--- src/rtl/cvp14_pkg.sv ---
// Shared definitions for the CVP14 decode/execute front end: opcodes, vector
// length, vector-memory sequencer state encoding and its cycle counts.
package cvp14_pkg;

  localparam int VLEN = 16;

  localparam logic [3:0] VADD = 4'b0000;
  localparam logic [3:0] VDOT = 4'b0001;
  localparam logic [3:0] SMUL = 4'b0010;
  localparam logic [3:0] SST  = 4'b0011;
  localparam logic [3:0] VLD  = 4'b0100;
  localparam logic [3:0] VST  = 4'b0101;
  localparam logic [3:0] SLL  = 4'b0110;
  localparam logic [3:0] SLH  = 4'b0111;
  localparam logic [3:0] J    = 4'b1000;
  localparam logic [3:0] NOP  = 4'b1111;

  localparam logic [4:0] VLD_CYCLES = 5'd16;
  localparam logic [4:0] VST_CYCLES = 5'd15;

  typedef enum logic {
    IDLE = 1'b0,
    RUN  = 1'b1
  } seq_state_e;

  function automatic logic is_vmem_op(input logic [3:0] op);
    return (op == VLD) || (op == VST);
  endfunction

endpackage

--- src/rtl/vmem_sequencer.sv ---
// Execute-stage sequencer for vector loads/stores: one memory access per element.
// Optional stall-cycle performance counter enabled by defining VMEM_SEQ_PERF_CNT_EN.
module vmem_sequencer
  import cvp14_pkg::*;
#(
  parameter int ADDR_W = 16
) (
  input  logic              clk,
  input  logic              rst_n,
  input  logic              instr_valid,
  input  logic [3:0]        functype,
  input  logic [4:0]        cycle_count,
  input  logic [5:0]        offset,
  input  logic [ADDR_W-1:0] base_data,
  input  logic [2:0]        vdst_addr,
  input  logic [2:0]        vsrc_addr,
  output logic              stall,
  output logic [ADDR_W-1:0] mem_addr,
  output logic              mem_re,
  output logic              mem_we,
  output logic [ADDR_W-1:0] mem_wdata,
  input  logic [ADDR_W-1:0] mem_rdata,
  output logic [2:0]        vrf_raddr,
  output logic [3:0]        vrf_relem,
  input  logic [ADDR_W-1:0] vrf_rdata,
  output logic              vrf_we,
  output logic [2:0]        vrf_waddr,
  output logic [3:0]        vrf_welem,
  output logic [ADDR_W-1:0] vrf_wdata,
  output logic              busy,
  output logic [15:0]       perf_stall_cnt
);

  localparam logic [4:0] ELEMS = 5'(VLEN);

  seq_state_e        state_r, state_s;
  logic [4:0]        rem_r, idx_r;
  logic [ADDR_W-1:0] ea_r, ea_s;
  logic              is_vst_r;
  logic [2:0]        vdst_r, vsrc_r;
  logic              accept_s;

  // Gating with rst_n keeps stall low while reset is held, even with a memory op presented.
  assign accept_s = rst_n && (state_r == IDLE) && instr_valid && is_vmem_op(functype);
  assign ea_s     = base_data + {{(ADDR_W-6){offset[5]}}, offset};
  assign busy     = (state_r == RUN);

  // State register
  always_ff @(posedge clk or negedge rst_n) begin
    if (!rst_n) begin
      state_r <= IDLE;
    end else begin
      state_r <= state_s;
    end
  end

  // Latched operation, effective address and cycle/element counters
  always_ff @(posedge clk or negedge rst_n) begin
    if (!rst_n) begin
      ea_r     <= '0;
      rem_r    <= 5'd0;
      idx_r    <= 5'd0;
      is_vst_r <= 1'b0;
      vdst_r   <= 3'd0;
      vsrc_r   <= 3'd0;
    end else if (accept_s) begin
      ea_r     <= ea_s;
      rem_r    <= cycle_count;
      idx_r    <= 5'd0;
      is_vst_r <= (functype == VST);
      vdst_r   <= vdst_addr;
      vsrc_r   <= vsrc_addr;
    end else if (state_r == RUN) begin
      rem_r    <= (rem_r != 5'd0) ? rem_r - 5'd1 : 5'd0;
      idx_r    <= idx_r + 5'd1;
    end else begin
      rem_r    <= rem_r;
      idx_r    <= idx_r;
    end
  end

  // Next state and per-cycle memory / register-file strobes
  always_comb begin
    state_s   = state_r;
    stall     = 1'b0;
    mem_addr  = '0;
    mem_re    = 1'b0;
    mem_we    = 1'b0;
    mem_wdata = '0;
    vrf_raddr = 3'd0;
    vrf_relem = 4'd0;
    vrf_we    = 1'b0;
    vrf_waddr = 3'd0;
    vrf_welem = 4'd0;
    vrf_wdata = '0;
    case (state_r)
      IDLE: begin
        if (accept_s) begin
          stall   = 1'b1;
          state_s = RUN;
        end else begin
          state_s = IDLE;
        end
      end
      RUN: begin
        stall   = (rem_r != 5'd0);
        state_s = (rem_r == 5'd0) ? IDLE : RUN;
        if (idx_r < ELEMS) begin
          mem_addr = ea_r + ADDR_W'(idx_r);
          if (is_vst_r) begin
            mem_we    = 1'b1;
            vrf_raddr = vsrc_r;
            vrf_relem = idx_r[3:0];
            mem_wdata = vrf_rdata;
          end else begin
            mem_re    = 1'b1;
          end
        end else begin
          mem_addr = '0;
        end
        // Load data arrives one cycle after its read, so the write trails by one element.
        if (!is_vst_r && (idx_r != 5'd0) && (idx_r <= ELEMS)) begin
          vrf_we    = 1'b1;
          vrf_waddr = vdst_r;
          vrf_welem = 4'(idx_r - 5'd1);
          vrf_wdata = mem_rdata;
        end else begin
          vrf_we    = 1'b0;
        end
      end
      default: state_s = IDLE;
    endcase
  end

`ifdef VMEM_SEQ_PERF_CNT_EN
  logic [15:0] perf_r;

  // Saturating count of stalled cycles
  always_ff @(posedge clk or negedge rst_n) begin
    if (!rst_n) begin
      perf_r <= 16'd0;
    end else if (stall && (perf_r != 16'hFFFF)) begin
      perf_r <= perf_r + 16'd1;
    end else begin
      perf_r <= perf_r;
    end
  end

  assign perf_stall_cnt = perf_r;
`else
  assign perf_stall_cnt = 16'd0;
`endif

endmodule

--- config.mk ---
export PLATFORM = sky130hd
export DESIGN_NAME = vmem_sequencer
export DESIGN_NICKNAME = d
export VERILOG_FILES = /design/src/rtl/cvp14_pkg.sv /design/src/rtl/vmem_sequencer.sv
export SDC_FILE = /design/constraint.sdc
export NUM_CORES = 1
export LEC_CHECK = 0
export ABC_AREA = 1
export CAP_MARGIN = 20
export CORE_MARGIN = 3
export CORE_UTILIZATION = 39
export CTS_CLUSTER_SIZE = 30
export DETAILED_ROUTE_END_ITERATION = 16
export PLACE_DENSITY = 0.89
export SLEW_MARGIN = 15
export SYNTH_ARGS = -nofsm -noshare
export SYNTH_HDL_FRONTEND = slang
export SYNTH_SLANG_ARGS = --single-unit
--- constraint.sdc ---
create_clock -name clk -period 1.75 [get_ports clk]
set_input_delay 0.35 -clock clk [delete_from_list [all_inputs] [get_ports clk]]
set_output_delay 0.35 -clock clk [all_outputs]
set_load 0.005 [all_outputs]
==> out/results.ini, run 1 <==
[global_routing]
groute.usage.overall_pct=27.39
antenna_found_initial=0
grt_pass1_wl_um=22310
grt_max_degree=35
grt_pass1_vias=4740
gr-total-overflow=0

[route]
vias=5101
drc=0
drtIter0Drc=396
routed_wl_um=18180
firstDrtPassIters=7
wl_per_cell_um=19.61
final_antenna_net_count=0
avgViaCountPerCell=5.503

[final_layout]
final_cell_mix=nand2_1 (126), buf_4 (92), inv_1 (89)
fin_nets=918
diodes=0
final_layout_size_suffix_gt1_share_pct=45.13
stdcell_area_sq_mm=0.006725
fill_cells=442
area_delta_synth_final_pct=92.31
final_common_cell=nand2_1

[cts]
cts_hold_buf=0
cts_root_buf=clkbuf_8
clock_latency_ns=0.29
cts_sinks=34
cts.htree.levels=2
clk_path_buf_depth=2
numCtsBuffers=5
tritoncts=done
clkTransAtPathRegs_ns=0.08

[sta]
fin_setup_tns_ns=-34.60
finalHoldViolations=0
slew_viol_final=0
fin_crit_ns=2.520
grt_setup_unrepaired=true
post-route-period-util_pct=144.0
setup_violations=70
finalWorstSetupSlack_ns=-0.7702
max_freq_ghz=0.3968
skew_ns=0.008287

[power_and_ir_drop]
cellLeakagePower_nw=3.450
ir_drop_uv=485.5
p_per_area_mw_per_mm2=1085
total_power_mw=7.300

[run_status]
status=finished with violations
violations=setup timing

[yosys]
synthAdderAreaFrac_pct=9.374
synth_top_family_by_area=simple AND/OR/NAND/NOR gates
synth.area.mux_share_pct=0
synthCells=554
syn_area_sq_mm=0.003497
post_synth_num_cell_types=37
synth.avg_cell_area_sq_um=6.312
synth_compound_area_share_pct=9.589
seq_area_frac_synth_pct=24.33
yosys.area_share.xor_xnor_pct=2.254
synth_seq_cells=34
yosys_warnings=0
synth_simple_gate_area_share_pct=36.57

[setup_path]
critPathCaptureType=output port
cp.arrival_ns=2.17
crit_required_ns=1.40
start_kind=register
crit_type=register to output port
critPathMaxFanout=6

[floorplanning]
die_area_sq_mm=0.01014
rows=33
num_io_pins=155
initial_core_util_pct=41.32
dieWidth_um=100.7
die_h_um=100.7
core_sq_mm=0.008464

[place]
place_ws_ns=-0.6742
place_hpwl_um=9310
place_area_sq_mm=0.005423
gp_congestion=0.8674
io_buffers=138

[hold_path]
min_path_type=register to register

[flow_run]
maxCapViolCount=0

cells by family (layout without fill, tap and decap cells):
kind of cell             count (synthesis)  count (layout)
AO/OA/AOI/OAI                           59              59
adder cells (fa/ha/maj)                 25              25
other                                    1              16
AND/OR/NAND/NOR                        293             293
flip-flops                              34              34
buffers and inverters                  133             386
XOR/XNOR                                 9               9
final cells by class:
type	count	area, sq um	area share [%]
Clock buffer	7	86.33	1.284
Clock inverter	1	5.005	0.07442
Sequential cell	34	853.3	12.69
Timing Repair inverter	2	22.52	0.3349
Timing Repair Buffer	270	2369	35.22
Multi-Input combinational cell	402	2830	42.08
Tap cell	105	131.4	1.953
Inverter	106	427.9	6.363
flip-flops by register name, indices dropped and copies added, names as in the netlist:
register	flops
is_vst_r	1
ea_r	16
rem_r	5
vdst_r	3
idx_r	5
vsrc_r	3
busy	1
per-stage QoR:
| step | util (%) | instances | hold slack, ns |
|---|---|---|---|
| after CTS | 72.15 | 909 | 0.5062 |
| after global routing | 79.45 | 927 | 0.5582 |
| after detailed placement | 64.07 | 853 | 0.4903 |
| after global placement | 64.07 | 853 | 0.4633 |
| after floorplan | - | 569 | 0.05441 |
| final | 79.45 | 927 | 0.5212 |
critical path: stages (launching register included):
cell and delay [ns]:
dfrtp_1 0.41, buf_4 0.15, buf_6 0.12, inv_4 0.06, ha_4 0.15, nand3_4 0.08
o21ai_2 0.19, a21oi_2 0.06, nand2_2 0.12, buf_4 0.14, buf_6 0.09, buf_12 0.14
nor2_4 0.04, buf_2 0.12
layer usage:
metal | track usage [%] | routed length (um) | vias up
met3 | 3.322 | 1420 | 142
met1 | 28.87 | 6020 | 2365
li1 | - | - | 2198
met2 | 52.10 | 9273 | 396
met4 | 14.82 | 1460 | 0
met5 | 0 | 0 | -
final timing paths:
check | start | endpoint | slack (ns) | depth (start not counted)
setup / recovery | idx_r[0] | vrf_wdata[10] | -0.77 | 13
hold / removal | rem_r[2] | rem_r[2] | 0.52 | 1
setup reg to reg | rem_r[0] | rem_r[4] | -0.05 | 13
hold reg to reg | rem_r[2] | rem_r[2] | 0.52 | 1
max in group asynchronous | rst_n | idx_r[2] | 0.82 | 2
min in group asynchronous | rst_n | vsrc_r[0] | 0.57 | 2
where the power goes:
part / leakage (nW) / internal [mW] / switching [mW]
combinational: 2.98 / 2.59 / 2.71
clock: 0.0482 / 0.318 / 0.308
sequential: 0.422 / 1.08 / 0.292
total: 3.45 / 3.99 / 3.31
cells in the mapped netlist, drive strengths merged:
master	n	area share, %
or2	2	0.36
o211ai	2	0.43
inv	105	11
buf	27	6.3
nand2	158	17
xnor2	7	1.8
a21oi	25	3.7
nor3	7	1.0
conb	1	0.11
nand3b	3	0.64
clkinv	1	0.11
o21ai	29	4.8
and2	1	0.25
xor2	2	0.50
nand3	29	4.3
o221ai	1	0.25
dfrtp	34	24
and3	1	0.18
ha	23	8.2
nor4	1	0.18
nor2	87	11
nand4	4	1.1
fa	2	1.1
a21o	2	0.43
repair_timing:
item                       in CTS  in global routing
cloned                          3                  2
pin swaps                      39                 45
buffers inserted               45                 20
setup endpoints to repair      77                 79
hold endpoints to repair        0                  0
gates resized for setup       340                170
(Power assumes the default switching activity.)
==> run 2: changes to the inputs <==
- PLACE_DENSITY: 0.89 -> 0.85
==> run 2 against run 1 <==
The run still ends with setup timing left. Register-to-register slack better by 0.19 ns. Power down 14%. Combinational power down 18%. Worst hold slack worse by 0.025 ns. Die area unchanged. Via count down 9.4%. Global-route usage down 2.5 points. Utilization down 5.4 points. Clock-buffer cell count down 1.
==> out/results.ini, run 2 (synthesis results as in run 1) <==
[setup_path]
crit_type=register to output port
start_kind=register
critPathMaxFanout=6
reg2regPathDepth=7
cp.arrival_ns=2.01
r2r-end=idx_r[4]
regToRegSetupSlack_ns=0.14
endpoint=vrf_wdata[9]
r2r_start=idx_r[0]
crit_required_ns=1.40
worstSetupStartpoint=idx_r[0]
critPathCaptureType=output port

[route]
firstDrtPassIters=6
vias=4619
avgViaCountPerCell=5.149
routed_wl_um=14170
final_antenna_net_count=0
drtIter0Drc=285
wl_per_cell_um=15.80
drc=0

[sta]
max_freq_ghz=0.4233
grt_setup_unrepaired=true
setup_violations=65
skew_ns=0.01029
finalHoldViolations=0
fin_setup_tns_ns=-26.12
finalWorstSetupSlack_ns=-0.6125
slew_viol_final=0
fin_crit_ns=2.363
post-route-period-util_pct=135.0

[place]
gp_congestion=0.9315
io_buffers=138
place_ws_ns=-0.6449
place_hpwl_um=8943

[floorplanning]
rows=33
dieWidth_um=100.7
die_h_um=100.7
num_io_pins=155
initial_core_util_pct=41.32
die_area_sq_mm=0.01014
core_sq_mm=0.008464

[final_layout]
fill_cells=520
final_layout_size_suffix_gt1_share_pct=39.77
area_delta_synth_final_pct=79.28
fin_nets=888
largest_register_ffs=16
diodes=0
final_cell_mix=nand2_1 (140), inv_1 (89), buf_4 (70)
multiInputGateArea_sq_mm=0.002696
final_common_cell=nand2_1
top_register=ea_r
top_regs=ea_r (16), idx_r (5), rem_r (5)
seqCellArea_sq_um=853.3

[global_routing]
grt_pass1_vias=4425
groute.usage.overall_pct=24.86
gr-total-overflow=0
grt_pass1_wl_um=20530
grt_max_degree=35
antenna_found_initial=0

[run_status]
violations=setup timing
status=finished with violations

[power_and_ir_drop]
cellLeakagePower_nw=3.279
ir_drop_uv=452.4
p_per_area_mw_per_mm2=1006

[cts]
cts.htree.levels=2
cts_root_buf=clkbuf_8
cts_hold_buf=0
clock_latency_ns=0.29
numCtsBuffers=5
cts_sinks=34
clk_path_buf_depth=2
tritoncts=done
clkTransAtPathRegs_ns=0.08

[flow_run]
maxCapViolCount=0

[hold_path]
min_path_type=register to register

==> run 2: changes by cell type in the layout (fill, tap and decap cells not counted), sizes merged <==
cell           change
buf               -30
clkbuf             +2
clkdlybuf4s15      -2
clkdlybuf4s50      -3
clkinvlp           +1
dlygate4sd2        +1
dlymetal6s2s       +2
inv                -1
==> run 2: how the worst min path moves through the flow <==
stage / startpoint / to / slack [ns] / cells after the start
global route: rem_r[2] / rem_r[2] / 0.53 / 1
detailed placement: rem_r[2] / rem_r[2] / 0.48 / 1
floorplan: rst_n / busy / 0.05 / 0
finish: rem_r[2] / rem_r[2] / 0.50 / 1
CTS: rem_r[2] / rem_r[2] / 0.50 / 1
global placement: rem_r[2] / rem_r[2] / 0.46 / 1
==> run 2: metal layers <==
metal | up-vias | routed length, um | GRT usage, %
met2 | 270 | 7430 | 47.24
met5 | - | 0 | 0
met4 | 0 | 667 | 9.430
li1 | 2143 | - | -
met3 | 60 | 957 | 2.284
met1 | 2146 | 5117 | 28.36
==> run 2: power by group <==
part           internal [mW]  switching, mW
sequential              1.08          0.262
clock                  0.316          0.288
combinational           2.13           2.23
total                   3.53           2.78
==> run 2: stage by stage <==
stage               power (mW)  util, %  hold slack, ns  cells  cell area (sq um)
floorplan                2.902        -         0.05441    569               3583
global placement         4.261    63.65          0.4644    850               5388
detailed placement       4.387    63.65          0.4812    850               5388
CTS                      5.655    70.30          0.4969    890               5951
global route             6.666    74.07          0.5281    897               6270
finish                   6.308    74.07          0.4959    897               6270
==> run 2: final cells by class <==
| type | count | share of cell area (%) |
|---|---|---|
| Sequential cell | 34 | 13.61 |
| Inverter | 106 | 6.705 |
| Multi-Input combinational cell | 402 | 43.01 |
| Tap cell | 105 | 2.095 |
| Timing Repair Buffer | 241 | 32.93 |
| Clock buffer | 6 | 1.317 |
| Timing Repair inverter | 1 | 0.1397 |
| Clock inverter | 2 | 0.1996 |
==> run 2: repair_timing <==
| item | 4_1_cts | 5_1_grt |
|---|---|---|
| resized for setup | 307 | 153 |
| setup endpoints to repair | 78 | 77 |
| pin swaps | 40 | 37 |
| buffers inserted | 29 | 13 |
| cloned | 4 | 1 |
==> run 2: critical path: stages (launching register included) <==
cell	delay [ns]
dfrtp_1	0.39
buf_6	0.14
inv_4	0.04
ha_4	0.16
nand3_4	0.07
o21ai_2	0.08
a21oi_2	0.16
nand2_4	0.11
buf_6	0.13
buf_12	0.13
buf_6	0.11
nor2_2	0.08
clkbuf_2	0.12
